==> src/rtl/alu_sched_pkg.sv <==
// Shared types and constants for the round-robin ALU scheduler:
// FSM encoding, the latched operation record and the ALU control words.
package alu_sched_pkg;

    localparam int DATA_W = 16;
    localparam int CTRL_W = 6;

    typedef enum logic [1:0] {
        IDLE = 2'd0,
        EXEC = 2'd1,
        RESP = 2'd2
    } state_t;

    // Bit positions of {zx,nx,zy,ny,f,no} inside the control word.
    localparam int ZX = 5;
    localparam int NX = 4;
    localparam int ZY = 3;
    localparam int NY = 2;
    localparam int F  = 1;
    localparam int NO = 0;

    localparam logic [CTRL_W-1:0] OP_ZERO  = 6'b101010;
    localparam logic [CTRL_W-1:0] OP_ONE   = 6'b111111;
    localparam logic [CTRL_W-1:0] OP_NEG1  = 6'b111010;
    localparam logic [CTRL_W-1:0] OP_ADD   = 6'b000010;
    localparam logic [CTRL_W-1:0] OP_AND   = 6'b000000;
    localparam logic [CTRL_W-1:0] OP_XSUBY = 6'b010011;
    localparam logic [CTRL_W-1:0] OP_YSUBX = 6'b000111;

    typedef struct packed {
        logic [DATA_W-1:0] x;
        logic [DATA_W-1:0] y;
        logic [CTRL_W-1:0] s;
        logic              id;
    } op_t;

endpackage

==> src/rtl/alu_design.sv <==
// Hack-style 16-bit ALU: optional zero/negate on each operand, add or AND,
// optional output negate. Purely combinational; carry-out is discarded.
module alu_design (
    input  logic [15:0] x,
    input  logic [15:0] y,
    input  logic        zx,
    input  logic        nx,
    input  logic        zy,
    input  logic        ny,
    input  logic        f,
    input  logic        no,
    output logic [15:0] o,
    output logic        zr,
    output logic        ng
);

    logic [15:0] x_z;
    logic [15:0] x_n;
    logic [15:0] y_z;
    logic [15:0] y_n;
    logic [15:0] f_out;

    assign x_z   = zx ? 16'h0000 : x;
    assign x_n   = nx ? ~x_z : x_z;
    assign y_z   = zy ? 16'h0000 : y;
    assign y_n   = ny ? ~y_z : y_z;
    assign f_out = f ? (x_n + y_n) : (x_n & y_n);
    assign o     = no ? ~f_out : f_out;
    assign zr    = (o == 16'h0000);
    assign ng    = o[15];

endmodule

==> src/rtl/rr_arb_2.sv <==
// Two-way round-robin arbiter: on a tie the requester that did not win
// last time is granted. Purely combinational.
module rr_arb_2 (
    input  logic req0,
    input  logic req1,
    input  logic last_grant,
    output logic gnt_id,
    output logic gnt_valid
);

    always_comb begin
        gnt_valid = req0 | req1;
        if (req0 && req1) begin
            gnt_id = ~last_grant;
        end else begin
            gnt_id = req1;
        end
    end

endmodule

==> src/rtl/alu_rr_scheduler.sv <==
// Shares one alu_design between two requesters. A winner's operation is
// latched in IDLE, evaluated in EXEC and held as a registered response in RESP.
module alu_rr_scheduler
    import alu_sched_pkg::*;
(
    input  logic        clk,
    input  logic        rst_n,
    input  logic        req0,
    input  logic [15:0] x0,
    input  logic [15:0] y0,
    input  logic [5:0]  s0,
    input  logic        req1,
    input  logic [15:0] x1,
    input  logic [15:0] y1,
    input  logic [5:0]  s1,
    output logic        ack0,
    output logic        ack1,
    output logic        rsp_valid,
    input  logic        rsp_ready,
    output logic        rsp_id,
    output logic [15:0] rsp_o,
    output logic        rsp_zr,
    output logic        rsp_ng,
    output logic        busy
);

    state_t state_q;
    state_t state_d;

    op_t               op_q;
    op_t               op_d;
    logic              last_grant_q;
    logic              last_grant_d;
    logic              ack0_q;
    logic              ack0_d;
    logic              ack1_q;
    logic              ack1_d;
    logic              rsp_valid_q;
    logic              rsp_valid_d;
    logic              rsp_id_q;
    logic              rsp_id_d;
    logic [DATA_W-1:0] rsp_o_q;
    logic [DATA_W-1:0] rsp_o_d;
    logic              rsp_zr_q;
    logic              rsp_zr_d;
    logic              rsp_ng_q;
    logic              rsp_ng_d;

    logic              gnt_id;
    logic              gnt_valid;
    logic              accept;
    logic              capture;
    logic              release_rsp;
    logic [DATA_W-1:0] alu_o;
    logic              alu_zr;
    logic              alu_ng;

    rr_arb_2 u_arb (
        .req0      (req0),
        .req1      (req1),
        .last_grant(last_grant_q),
        .gnt_id    (gnt_id),
        .gnt_valid (gnt_valid)
    );

    alu_design u_alu (
        .x (op_q.x),
        .y (op_q.y),
        .zx(op_q.s[ZX]),
        .nx(op_q.s[NX]),
        .zy(op_q.s[ZY]),
        .ny(op_q.s[NY]),
        .f (op_q.s[F]),
        .no(op_q.s[NO]),
        .o (alu_o),
        .zr(alu_zr),
        .ng(alu_ng)
    );

    // NOTE: sequential state uses non-blocking assignments so every flop
    // samples pre-edge values regardless of process ordering.
    always_ff @(posedge clk or negedge rst_n) begin
        if (!rst_n) begin
            state_q <= IDLE;
        end else begin
            state_q <= state_d;
        end
    end

    // NOTE: every always_comb output gets a default first; a missing branch
    // would otherwise infer a latch.
    always_comb begin
        state_d = state_q;
        case (state_q)
            IDLE:    if (gnt_valid) state_d = EXEC;
            EXEC:    state_d = RESP;
            RESP:    if (rsp_ready) state_d = IDLE;
            default: state_d = IDLE;
        endcase
    end

    // Requests are only sampled in IDLE, so reqs held during EXEC/RESP are ignored.
    always_comb begin
        accept      = (state_q == IDLE) && gnt_valid;
        capture     = (state_q == EXEC);
        release_rsp = (state_q == RESP) && rsp_ready;
        busy        = (state_q != IDLE);
    end

    always_comb begin
        op_d         = op_q;
        last_grant_d = last_grant_q;
        ack0_d       = 1'b0;
        ack1_d       = 1'b0;
        rsp_valid_d  = rsp_valid_q;
        rsp_id_d     = rsp_id_q;
        rsp_o_d      = rsp_o_q;
        rsp_zr_d     = rsp_zr_q;
        rsp_ng_d     = rsp_ng_q;

        if (accept) begin
            op_d.id      = gnt_id;
            op_d.x       = gnt_id ? x1 : x0;
            op_d.y       = gnt_id ? y1 : y0;
            op_d.s       = gnt_id ? s1 : s0;
            last_grant_d = gnt_id;
            ack0_d       = ~gnt_id;
            ack1_d       = gnt_id;
        end

        if (capture) begin
            rsp_valid_d = 1'b1;
            rsp_id_d    = op_q.id;
            rsp_o_d     = alu_o;
            rsp_zr_d    = alu_zr;
            rsp_ng_d    = alu_ng;
        end else if (release_rsp) begin
            rsp_valid_d = 1'b0;
        end
    end

    // NOTE: every datapath register is reset, operands included, so a reset
    // mid-operation leaves no stale operation or response behind.
    always_ff @(posedge clk or negedge rst_n) begin
        if (!rst_n) begin
            op_q         <= '0;
            last_grant_q <= 1'b1;
            ack0_q       <= 1'b0;
            ack1_q       <= 1'b0;
            rsp_valid_q  <= 1'b0;
            rsp_id_q     <= 1'b0;
            rsp_o_q      <= '0;
            rsp_zr_q     <= 1'b0;
            rsp_ng_q     <= 1'b0;
        end else begin
            op_q         <= op_d;
            last_grant_q <= last_grant_d;
            ack0_q       <= ack0_d;
            ack1_q       <= ack1_d;
            rsp_valid_q  <= rsp_valid_d;
            rsp_id_q     <= rsp_id_d;
            rsp_o_q      <= rsp_o_d;
            rsp_zr_q     <= rsp_zr_d;
            rsp_ng_q     <= rsp_ng_d;
        end
    end

    assign ack0      = ack0_q;
    assign ack1      = ack1_q;
    assign rsp_valid = rsp_valid_q;
    assign rsp_id    = rsp_id_q;
    assign rsp_o     = rsp_o_q;
    assign rsp_zr    = rsp_zr_q;
    assign rsp_ng    = rsp_ng_q;

endmodule
==> config.mk <==
export PLATFORM = sky130hd
export DESIGN_NAME = alu_rr_scheduler
export DESIGN_NICKNAME = d
export VERILOG_FILES = /design/src/rtl/alu_sched_pkg.sv /design/src/rtl/alu_design.sv /design/src/rtl/rr_arb_2.sv /design/src/rtl/alu_rr_scheduler.sv
export SDC_FILE = /design/constraint.sdc
export NUM_CORES = 1
export LEC_CHECK = 0
export ABC_AREA = 1
export CAP_MARGIN = 20
export CORE_AREA = 2 2 129 131
export CTS_BUF_LIST = sky130_fd_sc_hd__clkbuf_2
export CTS_CLUSTER_DIAMETER = 200
export DETAILED_ROUTE_END_ITERATION = 8
export DIE_AREA = 0 0 131 133
export GPL_TIMING_DRIVEN = 0
export PLACE_DENSITY = 0.5
export SKIP_LAST_GASP = 1
export SYNTH_ARGS = -nofsm -noshare
export SYNTH_HDL_FRONTEND = slang
export SYNTH_SLANG_ARGS = --single-unit
==> constraint.sdc <==
create_clock -name clk -period 3.48 [get_ports clk]
set_input_delay 0.696 -clock clk [delete_from_list [all_inputs] [get_ports clk]]
set_output_delay 0.696 -clock clk [all_outputs]
set_load 0.03 [all_outputs]
==> results.md, run 1 <==
- Status: finished clean
- CTS Buf Count: 9
- Drt first pass iters: 4
- Min Hold Slack: ~0.15 ns
- Cell variety after synth: 33
- Netlist Area Pre-Place: between 0.004 and 0.005 mm2
- Initial core utilization: 0.282
- Post-CTS Repair Setup Buffers: 0
- Synth Area in Simple Gates: 0.398
- Largest net degree at the start of global routing: 64
- PnR worst setup slack: roughly 0.42 ns
- Top-count cell post-synth: nand2_1
- FF+latch count, synth: 63
- Final period util: 0.880
- Async SR Flop Fraction: 1.00
- Type of origin of the critical path: flop
- Worst slack, placed: 0.353 ns
- Worst Path Required: about 4.0 ns
- Grt total ovfl: 0
- Synth Flop Type: dfrtp_1
- Number of port buffers: a little over 100
- Synthesized area per cell: around 6.6 um2
- Reg clk slew, reported paths: ~0.21 ns
- Yosys top cell area share: 0.341
- WL/cell: roughly 12 um
- CP max FO: 10
- Worst-Margin Slew: 0.820 ns
- Placed cell area: 0.00586 mm2
- Crit path capture: rsp_zr
- Max clock buf depth: 2
- RePlAce Congestion: roughly 0.84
- DRC viols: 0
- Reg2reg setup slack: between 0.4 and 0.5 ns
- Fin. max-slew vios: 0
- Synth top area cells: dfrtp_1, nand2_1, nand3_1, xor2_1, inv_1
- 1st-iter DRT viols: around 180
- Total global-route track usage: 0.160
- CTS Hold Bufs: 0
- Worst r2r dst: rsp_zr
- Io pins: about 100
- Via count: approximately 4400
- Post-synth top area cell: dfrtp_1
- Worst-Skew Late Latency: 0.57 ns
- CTS sink count: 63
- Post-Synth Adder-Cell Area: 0.0484
- First-pass GRT wire length: 21.9 mm
- F_max: between 0.3 and 0.4 GHz
- Critical path type: flop to flop
- Placed Cells incl. Taps: a little over 1000
- Synthesized Nets: 790
- Max-Slew Margin vs Limit: 0.454
- Mapped Cells: 692
- Worst reg2reg startpoint: op_q[5]
- Yosys warning count: 0
- Hpwl dp: around 10 mm
- Post-synthesis compound-gate area fraction: 0.0453
- Die H: ~130 um
- Ant. Diodes: 0
- Die ar.: around 0.017 mm2
- RSZ-0062 raised after global routing: false
- Share of cells above drive strength 1: 0.0705
- Post-synthesis share of cell area spent on xor and xnor gates: 0.0654
- Post-synth EDFFs: 0
- Setup violations, final: 0
- Final Hold Fails: 0
- Max-cap violation count: 0
- Critical Path End Type: flop
- DRT antenna net count: 0
- Vias in the first global route: 4448
- Seq/Total Area, Yosys: 0.346
- Clock root cell: clkbuf_2
- Area Growth Syn to Fin: 30.2%
- Worst Skew: ~0.035 ns
- Core ar.: roughly 0.016 mm2
- Mux share of post-synthesis cell area: 0
- Initial antenna violation count: 0
- Nets: ~900
- Post-route cell area: roughly 0.0059 mm2
- Htree depth: 3
- Worst Reg-to-Reg Cells: 19
- Post_cts resized: 0
- Rows: between 40 and 50
- Die W: between 100 and 150 um
- Final Critical Period: roughly 3 ns
- CP Launch Point: op_q[5]
- Finished Layout Cells: around 1000
- Vias per Instance: 4.26
- CTS tree: done
- Total wire length: 12.8 mm
- Top post-synthesis cells by count: nand2_1, nand3_1, inv_1, dfrtp_1, xor2_1
- Crit path arrival time: approximately 3.6 ns
- Main combinational cell family by area after synthesis: simple AND/OR/NAND/NOR gates
- Hold WC Path Type: input port to asynchronous set/reset pin
area by class of cell:
type	instances	area, um2
multi-input cells	519	2540
fillers	1811	10200
clock buffers	11	55.1
repair buffers	103	1030
inverters	82	310
plain buffers	26	123
flip-flops and latches	63	1580
clock inverters	5	25.0
well taps	220	275
worst min-delay path by stage:
| stage | to | cells past startpoint | slack [ns] |
|---|---|---|---|
| 3_5_place_dp | rsp_zr | 2 | 0.47 |
| 5_1_grt | rsp_o[6] | 1 | 0.23 |
| 2_1_floorplan | ack0 | 0 | 0.40 |
| 3_3_place_gp | last_grant_q | 2 | 0.46 |
| 6_report | rsp_o[5] | 1 | 0.15 |
| 4_1_cts | rsp_o[5] | 1 | 0.18 |
per-stage QoR:
step	utilization	TNS, ns
CTS	0.367	0
global route	0.367	0
finish	0.367	0
floorplan	-	0
global placement	0.362	-35.95
detailed placement	0.362	0
cell families after synthesis:
logic type	after synthesis
AND/OR/NAND/NOR	433
buffers and inverters	110
flip-flops	63
AO/OA/AOI/OAI	35
XOR/XNOR	34
adder cells (fa/ha/maj)	17
critical path: stages, from the launching register on:
cell and delay, ns:
dfrtp_1 0.37, clkbuf_1 0.36, buf_2 0.37, xor2_1 0.20, inv_1 0.07, ha_1 0.41
nand2_2 0.10, nor2_1 0.12, nand3_1 0.12, nand2_2 0.14, nand2_2 0.08, nand2_2 0.07
nand2_1 0.05, nand3_1 0.06, nand3_1 0.06, nand2_1 0.13, nand2_1 0.06, nor2_1 0.10
nand3_1 0.09, nand2_1 0.06
state kept, by name, summed over array words and instances, names as in the netlist:
register / flops
rsp_o: 16
rsp_id: 1
last_grant_q: 1
ack1: 1
ack0: 1
state_q: 2
rsp_zr: 1
op_q: 39
rsp_valid: 1
cell usage in the layout, fill, tap and decap left out, types with 3 or more instances in the layout:
master | Yosys | routed
o21ai_0 | 13 | 13
o211ai_1 | 4 | 4
clkinv_1 | 2 | 4
a31oi_1 | 5 | 5
nand3_2 | 3 | 3
buf_2 | 8 | 8
clkbuf_1 | 16 | 14
clkdlybuf4s50_1 | 0 | 102
nand2_2 | 11 | 11
a21oi_1 | 7 | 7
inv_1 | 73 | 73
inv_2 | 6 | 6
nand2_1 | 290 | 290
dfrtp_1 | 62 | 62
clkbuf_2 | 0 | 11
ha_1 | 16 | 16
buf_4 | 4 | 5
xor2_1 | 33 | 33
nor2_1 | 29 | 29
nand3_1 | 92 | 92
metal layers:
layer,GRT usage,wire length (um),up-vias
li1,-,-,2376
met2,0.246,5540,115
met4,0.0479,179,0
met5,0,0,-
met1,0.223,6270,1884
met3,0.0400,777,11
Power of run 1 is left out: the tool's default activity adds up to more than one toggle a clock period on the data nets, which glitch-free logic cannot reach.
==> run 2: changes to the inputs <==
Settings changed: CORE_AREA 2 2 129 131 to 2 2 96 98, DIE_AREA 0 0 131 133 to 0 0 98 100, PLACE_DENSITY 0.5 to 0.83.
==> run 2 against run 1 <==
Wire length shrank 6.7%. Non-clock buffer count grew 3. Register-to-register slack got worse by 0.06 ns. Clock-buffer cell count decreased by 1. Final cell count decreased by 10%. Highest routed layer unchanged. Global-route usage rose by 9.4 points. Utilization rose by 29 points.
==> results.md, run 2 (synthesis results as in run 1) <==
- Critical Path End Type: flop
- Number of port buffers: 103 (unchanged)
- Die H: 100 um (-25%)
- Io pins: 104 (unchanged)
- Post-CTS Repair Setup Buffers: 0 (unchanged)
- Largest Register: op_q
- Most frequent cells in the layout: nand2_1, clkdlybuf4s50_1, nand3_1
- Vias in the first global route: 4421 (-0.61%)
- Die W: 98 um (-25%)
- Initial antenna violation count: 0 (unchanged)
- Max clock buf depth: 2 (unchanged)
- Nets: 905 (+0.33%)
- Share of cells above drive strength 1: 0.0703 (-0.000174)
- Final Hold Fails: 0 (unchanged)
- Ant. Diodes: 0 (unchanged)
- Die ar.: 0.00980 mm2 (-44%)
- Core ar.: 0.00889 mm2 (-45%)
- Drt first pass iters: 5 (+1)
- Hpwl dp: 9.86 mm (-5.2%)
- Area Growth Syn to Fin: 27.7%
- First-pass GRT wire length: 20.3 mm (-7.3%)
- Vias per Instance: 4.97 (+17%)
- RePlAce Congestion: 0.859 (+2.2%)
- Hold WC Path Type: input port to asynchronous set/reset pin
- Rows: 35 (-26%)
- Status: finished clean
- Crit path arrival time: 3.60 ns (+0.04 ns)
- Filler instances: 798 (-56%)
- Max-Slew Margin vs Limit: 0.601 (+0.147)
- Post_cts resized: 0 (unchanged)
- CTS Hold Bufs: 0 (unchanged)
- DRT antenna net count: 0 (unchanged)
- CTS tree: done
- Layout Utilization: 0.654 (+0.287)
- Critical path type: flop to flop
- DRC viols: 0 (unchanged)
- F_max: 0.320 GHz (-2.1%)
- Fin. max-slew vios: 0 (unchanged)
- Final period util: 0.898 (+0.0185)
- Finished Layout Cells: 922 (-10%)
- Final Critical Period: 3.13 ns (+0.0644 ns)
- Htree depth: 3 (unchanged)
- Placed Cells incl. Taps: 907 (-11%)
- Post-route setup TNS: 0 ns (unchanged)
- Max reg flops: 39 (unchanged)
- Clock root cell: clkbuf_2
- Max-cap violation count: 0 (unchanged)
- Grt total ovfl: 0 (unchanged)
- Via count: 4584 (+4.5%)
- Total global-route track usage: 0.254 (+0.0939)
- 1st-iter DRT viols: 188 (+3.9%)
- Worst-Margin Slew: 0.599 ns (-0.221 ns)
- Commonest non-fill, non-tap cell in the layout: nand2_1
- WL/cell: 12.9 um (+4.1%)
- Worst-Skew Late Latency: 0.51 ns (-0.06 ns)
- RSZ-0062 raised after global routing: false
- Setup violations, final: 0 (unchanged)
- Reg clk slew, reported paths: 0.19 ns (-0.02 ns)
- CTS sink count: 63 (unchanged)
- CP max FO: 10 (unchanged)
- Worst Skew: 0.0292 ns (-0.00554 ns)
- Worst Path Required: 3.95 ns (-0.03 ns)
- Initial core utilization: 0.512 (+0.231)
- Min Hold Slack: 0.148 ns (-0.00448 ns)
- CTS Buf Count: 9 (unchanged)
- Total wire length: 11.9 mm (-6.7%)
- Type of origin of the critical path: flop
- Largest net degree at the start of global routing: 40 (-38%)
-- run 2: cell count changes in the layout (fill, tap and decap cells not counted) --
cell	delta
buf_12	+1
buf_2	+1
buf_4	-1
clkbuf_1	+2
clkbuf_2	-1
clkinv_4	+1
clkinvlp_4	-1
-- run 2: path summary, 6_finish.rpt --
path                              start      endpoint  slack (ns)  depth (start not counted)
setup / recovery                op_q[3]        rsp_zr        0.35                         20
hold / removal                    rst_n     rsp_o[13]        0.15                          1
setup reg to reg                op_q[3]        rsp_zr        0.35                         20
hold reg to reg            last_grant_q  last_grant_q        0.49                          2
max in group asynchronous         rst_n      op_q[26]        2.70                          2
min in group clk           last_grant_q  last_grant_q        0.49                          2
-- run 2: worst max-delay path, stage by stage (launching register included) --
cell      delay, ns
dfrtp_1        0.36
clkbuf_1       0.37
buf_2          0.36
xnor2_1        0.13
ha_1           0.26
fa_1           0.42
nand3_1        0.11
nand3_1        0.11
nand2_1        0.11
nand2_1        0.08
nand2_1        0.09
nand2_1        0.05
nand2_1        0.05
nand2_1        0.06
nand2_1        0.08
nand2_1        0.05
nand2_1        0.07
nand2_1        0.05
nor2_1         0.13
nand3_1        0.09
nand2_1        0.06
-- run 2: stage by stage --
stage | setup slack (ns) | cell area, um2
finish | 0.354 | 5820
global route | 0.00441 | 5820
CTS | 0.331 | 5820
detailed placement | 0.371 | 5740
global placement | -0.229 | 5720
floorplan | 0.754 | 4550
-- run 2: cell type report --
cell class | instances | area, um2 | share of cell area
Sequential cell | 63 | 1580 | 0.271
Clock inverter | 5 | 26.3 | 0.00452
Timing Repair Buffer | 104 | 1050 | 0.180
Tap cell | 111 | 139 | 0.0239
Inverter | 82 | 310 | 0.0534
Buffer | 28 | 130 | 0.0224
Clock buffer | 10 | 50.0 | 0.00861
Multi-Input combinational cell | 519 | 2540 | 0.436
-- run 2: metal layers --
layer  vias up  wire length (um)  global-route usage
met1      2028              5370               0.330
met2       162              5690               0.445
li1       2376                 -                   -
met3        18               687              0.0397
met5         -                 0                   0
met4         0               162              0.0694
Power of run 2 is left out for the same reason.
==> run 3: changes to the inputs <==
Clock period 3.48 ns to 3.2 ns, I/O delays scaled along.
==> run 3 against run 2 <==
Fmax rose by 9.4%. Critical endpoint unchanged. Sequential share of layout area barely moved. Via count fell by 0.37%. First-iteration DRC count fell by 14%. Final cell count fell by 0.33%. Critical path type unchanged. Non-clock buffer count fell by 3. Die area did not move. Clock skew rose by 0.00078 ns. Clock-buffer cell count did not move. Global-route usage did not move. Utilization fell by 0.056 points.
==> results.md, run 3 (synthesis results as in run 1) <==
- Fin. max-slew vios: 0 (unchanged)
- Filler instances: 789 (-1.1%)
- Status: finished clean
- Hpwl dp: 9.86 mm (unchanged)
- CTS Buf Count: 9 (unchanged)
- Drt first pass iters: 5 (unchanged)
- WL/cell: 12.9 um (+0.21%)
- Post-CTS Repair Setup Buffers: 0 (unchanged)
- Largest Register: op_q
- Worst-Skew Late Latency: 0.52 ns (about the same)
- Vias per Instance: 4.97 (about the same)
- Multi-input gate area: 0.00254 mm2 (unchanged)
- RSZ-0062 raised after global routing: false
- Max-cap violation count: 0 (unchanged)
- Total global-route track usage: 0.254 (unchanged)
- 1st-iter DRT viols: 162 (-14%)
- Final Hold Fails: 0 (unchanged)
- Max reg flops: 39 (unchanged)
- Crit path arrival time: 3.34 ns (-0.26 ns)
- Register area: 0.00158 mm2 (about the same)
- Final period util: 0.893 (-0.00550)
- Area Growth Syn to Fin: 27.6% (about the same)
- Worst Path Required: 3.68 ns (-0.27 ns)
- Initial core utilization: 0.512 (unchanged)
- Via count: 4567 (-0.37%)
- Initial antenna violation count: 0 (unchanged)
- Worst reg2reg startpoint: op_q[5]
- Final Critical Period: 2.86 ns (-0.269 ns)
- Critical path type: flop to flop
- CTS sink count: 63 (unchanged)
- Setup violations, final: 0 (unchanged)
- Core ar.: 0.00889 mm2 (unchanged)
- Worst Reg-to-Reg Cells: 17 (-15%)
- Grt total ovfl: 0 (unchanged)
- First-pass GRT wire length: 20.3 mm (unchanged)
- Max-Slew Margin vs Limit: 0.605 (+0.00400)
- Number of port buffers: 103 (unchanged)
- Finished Layout Cells: 919 (-0.33%)
- Worst slack, placed: 0.0906 ns (-0.280 ns)
- Die H: 100 um (unchanged)
- PnR worst setup slack: 0.343 ns (-0.0109 ns)
- Nets: 902 (-0.33%)
- Ant. Diodes: 0 (unchanged)
- Die ar.: 0.00980 mm2 (unchanged)
- Hold WC Path Type: input port to asynchronous set/reset pin
- Vias in the first global route: 4421 (unchanged)
- Worst r2r dst: rsp_zr
- DRT antenna net count: 0 (unchanged)
- Max clock buf depth: 2 (unchanged)
- Htree depth: 3 (unchanged)
- CTS tree: done
- Die W: 98 um (unchanged)
- CP max FO: 10 (unchanged)
- RePlAce Congestion: 0.859 (unchanged)
- Clock root cell: clkbuf_2
- Total wire length: 11.9 mm (-0.12%)
- Worst Skew: 0.0300 ns (+0.000780 ns)
- Critical Path End Type: flop
- Most frequent cells in the layout: nand2_1, clkdlybuf4s50_1, nand3_1
- Reg clk slew, reported paths: 0.20 ns (about the same)
- Type of origin of the critical path: flop
- DRC viols: 0 (unchanged)
- Placed Cells incl. Taps: 907 (unchanged)
- Worst-Margin Slew: 0.593 ns (-0.00600 ns)
- Share of cells above drive strength 1: 0.0743 (+0.00397)
- Largest net degree at the start of global routing: 40 (unchanged)
- Io pins: 104 (unchanged)
- Reg2reg setup slack: 0.34 ns (about the same)
- Commonest non-fill, non-tap cell in the layout: nand2_1
- F_max: 0.350 GHz (+9.4%)
- Rows: 35 (unchanged)
==> run 3: changes by cell type in the layout (fill, tap and decap cells not counted), sizes merged <==
cell | before | now
clkbuf | 26 | 23
clkinv | 7 | 6
clkinvlp | 0 | 1
==> run 3: per-stage QoR <==
stage	instance area, um2	TNS [ns]	util	hold WS [ns]
2_1_floorplan	4550	0	-	0.344
5_1_grt	5810	0	0.654	0.0942
3_3_place_gp	5720	-27.69	0.644	0.464
3_5_place_dp	5740	0	0.646	0.469
6_report	5810	0	0.654	0.0805
4_1_cts	5820	0	0.654	0.102
==> run 3: worst max path at each step <==
| stage | startpoint | endpoint | slack [ns] | cells after the start |
|---|---|---|---|---|
| 2_1_floorplan | op_q[3] | rsp_zr | 0.47 | 19 |
| 3_3_place_gp | rst_n | ack1 | -0.45 | 1 |
| 3_5_place_dp | op_q[3] | rsp_zr | 0.09 | 19 |
| 4_1_cts | op_q[3] | rsp_zr | 0.05 | 19 |
| 5_1_grt | op_q[3] | rsp_zr | 0.03 | 18 |
| 6_report | op_q[5] | rsp_zr | 0.34 | 17 |
==> run 3: layer usage <==
layer  global-route usage  routed length [um]
met1                0.330                5450
met2                0.445                5670
met3               0.0397                 575
met4               0.0694                 202
met5                    0                   0
==> run 3: critical path, stage by stage (launching register included) <==
cell	delay, ns
dfrtp_1	0.58
buf_2	0.35
xor2_1	0.22
inv_1	0.07
ha_1	0.37
nand2_1	0.14
inv_2	0.04
nand2_1	0.05
nand2_1	0.06
a21oi_1	0.28
nand3_1	0.12
nand3_1	0.11
nand3_1	0.07
nand2_1	0.10
nand2_1	0.05
nor2_1	0.08
nand3_1	0.08
nand2_1	0.06
==> run 3: timing repair <==
action	CTS	global route
endpoints found under the hold margin	0	0
hold buffers	0	0
gates resized for setup	0	4
endpoints found under the setup margin	0	5
==> run 3: final cells by class <==
type / instances / share of cell area
clock inverter: 5 / 0.00452
sequential: 63 / 0.272
inverter: 82 / 0.0540
multi-input combinational: 519 / 0.436
buffer: 25 / 0.0207
tap: 111 / 0.0239
timing repair buffer: 104 / 0.180
clock buffer: 10 / 0.00861
Power of run 3 is left out for the same reason.
==> edit, RTL diff (settings of run 1) <==
`NO`: 0 -> 1.
--- a/src/rtl/alu_sched_pkg.sv
+++ b/src/rtl/alu_sched_pkg.sv
@@ -19,3 +19,3 @@
     localparam int F  = 1;
-    localparam int NO = 0;
+    localparam int NO = 1;
 
Formal check against the unedited RTL: not equivalent (Yosys sat finds a counterexample within 4 cycles, from zero or initial values and one cycle with rst_n low).
==> edit against run 1 <==
First-iteration DRC count decreased by 3.3%; area after synthesis fell by 3.2%; via count fell by 5.1%; routed wire length down 1.1%; final area shrank 2.3%; die area did not move; setup slack better by 0.11 ns; sequential cell count is 1 lower; critical path depth shrank 4; synthesized cell count down 7.8%; highest routed layer unchanged.
Power is left out: the tool's default activity adds up to more than one toggle a clock period on the data nets, which glitch-free logic cannot reach.
==> edit: results (changes against run 1) <==
worst_setup_path:
  critical_path.slowest_cell: "fa_1"
  rr_worst_depth: 15  # -4
  cp-startpoint: "op_q[4]"
  crit_family: "simple AND/OR/NAND/NOR gates"
  critPathMaxStageDelay_ns: 0.44  # +0.03 ns
  crit_path_end: "rsp_zr"
  critPathArrivalTime_ns: 3.47  # -0.09 ns
sta:
  timing.final.ws_setup_ns: 0.525  # +0.107 ns
  skew_ns: 0.0176  # -0.0171 ns
  worst_slew_pin_slew_ns: 0.782  # -0.0371 ns
  worst_hold_slack_ns: 0.182  # +0.0289 ns
final_layout:
  largest_reg_flops: 38  # -2.6%
  final_nets: 855  # -5.2%
  fin_util: 0.358  # -0.00828
  drive_gt1_frac: 0.0849  # +0.0144
  largest_register: "op_q"
  n_fill_cell: 1759  # -2.9%
global_routing:
  grt_pass1_wl_um: 21200  # -3.2%
  antenna_found_initial: 0  # unchanged
  grt_pass1_vias: 4170  # -6.3%
  grt_max_degree: 63  # -1.6%
  track_usage: 0.158  # -0.00219
drt:
  wl_met2_um: 5670  # +2.3%
  via_per_inst: 4.27  # +0.25%
  met3_length_um: 502  # -35%
  drtIter0Drc: 175  # -3.3%
  routed_wl_um: 12600  # -1.1%
  m1WireLength_um: 6310  # +0.57%
place:
  gp_congestion: 0.835  # -0.61%
  place_area_mm2: 0.00569  # -2.8%
  detailedPlace.worstSlack_ns: 0.481  # +0.128 ns
  dp_hpwl_um: 10600  # +1.7%
  port_buffers: 101  # -1.9%
cts:
  htree_levels: 3  # unchanged
  cts.clk_slew.worst_paths_ns: 0.18  # -0.03 ns
  cts-buffers-inserted: 9  # unchanged
  clk_latency_ns: 0.55  # -0.02 ns
flow_run:
  max_cap_violations: 0  # unchanged
synth:
  synthesis.nets: 743  # -5.9%
  synth_area_leaders: "dfrtp_1 (35%), nand2_1 (21%), nand3_1 (7.9%)"
  yosys_warnings: 0  # unchanged
  ys_seq_area_frac: 0.352  # +0.00573
  synth_common_cells: "nand2_1 (250), inv_1 (75), nand3_1 (70)"
status:
  status: "completed"
-- edit: cell count changes after synthesis, moves of 3 or more --
cell / change
nor2_1: -6
clkbuf_1: -6
nand3_1: -22
nand3_2: +3
nand2_1: -40
nor2_2: +3
ha_1: +7
-- edit: final cells by class --
type	instances	area share
Tap cell	220	0.0475
Clock buffer	11	0.00950
Timing Repair Buffer	101	0.174
Buffer	24	0.0212
Clock inverter	4	0.00842
Inverter	81	0.0524
Sequential cell	62	0.268
Multi-Input combinational cell	471	0.419
-- edit: how the worst min path moves through the flow --
stage / start / end / depth (start not counted)
finish: rst_n / rsp_o[2] / 1
global route: rst_n / rsp_o[2] / 1
CTS: rst_n / rsp_o[2] / 1
detailed placement: last_grant_q / last_grant_q / 2
global placement: last_grant_q / last_grant_q / 2
floorplan: rst_n / ack0 / 0
-- edit: metal layers --
layer,track usage,up-vias
met3,0.0275,11
met5,0,-
met2,0.243,98
met4,0.0544,0
li1,-,2198
met1,0.224,1855
-- edit: stage by stage --
step	setup TNS, ns	cells
finish	0	974
global route	0	974
detailed placement	0	959
floorplan	0	638
CTS	0	974
global placement	-20.75	959
-- edit: logic make-up after synthesis --
group	after synthesis	synth area share
adder cells (fa/ha/maj)	24	0.0698
AO/OA/AOI/OAI	37	0.0485
buffers and inverters	105	0.0968
XOR/XNOR	33	0.0656
flip-flops	62	0.352
AND/OR/NAND/NOR	377	0.367
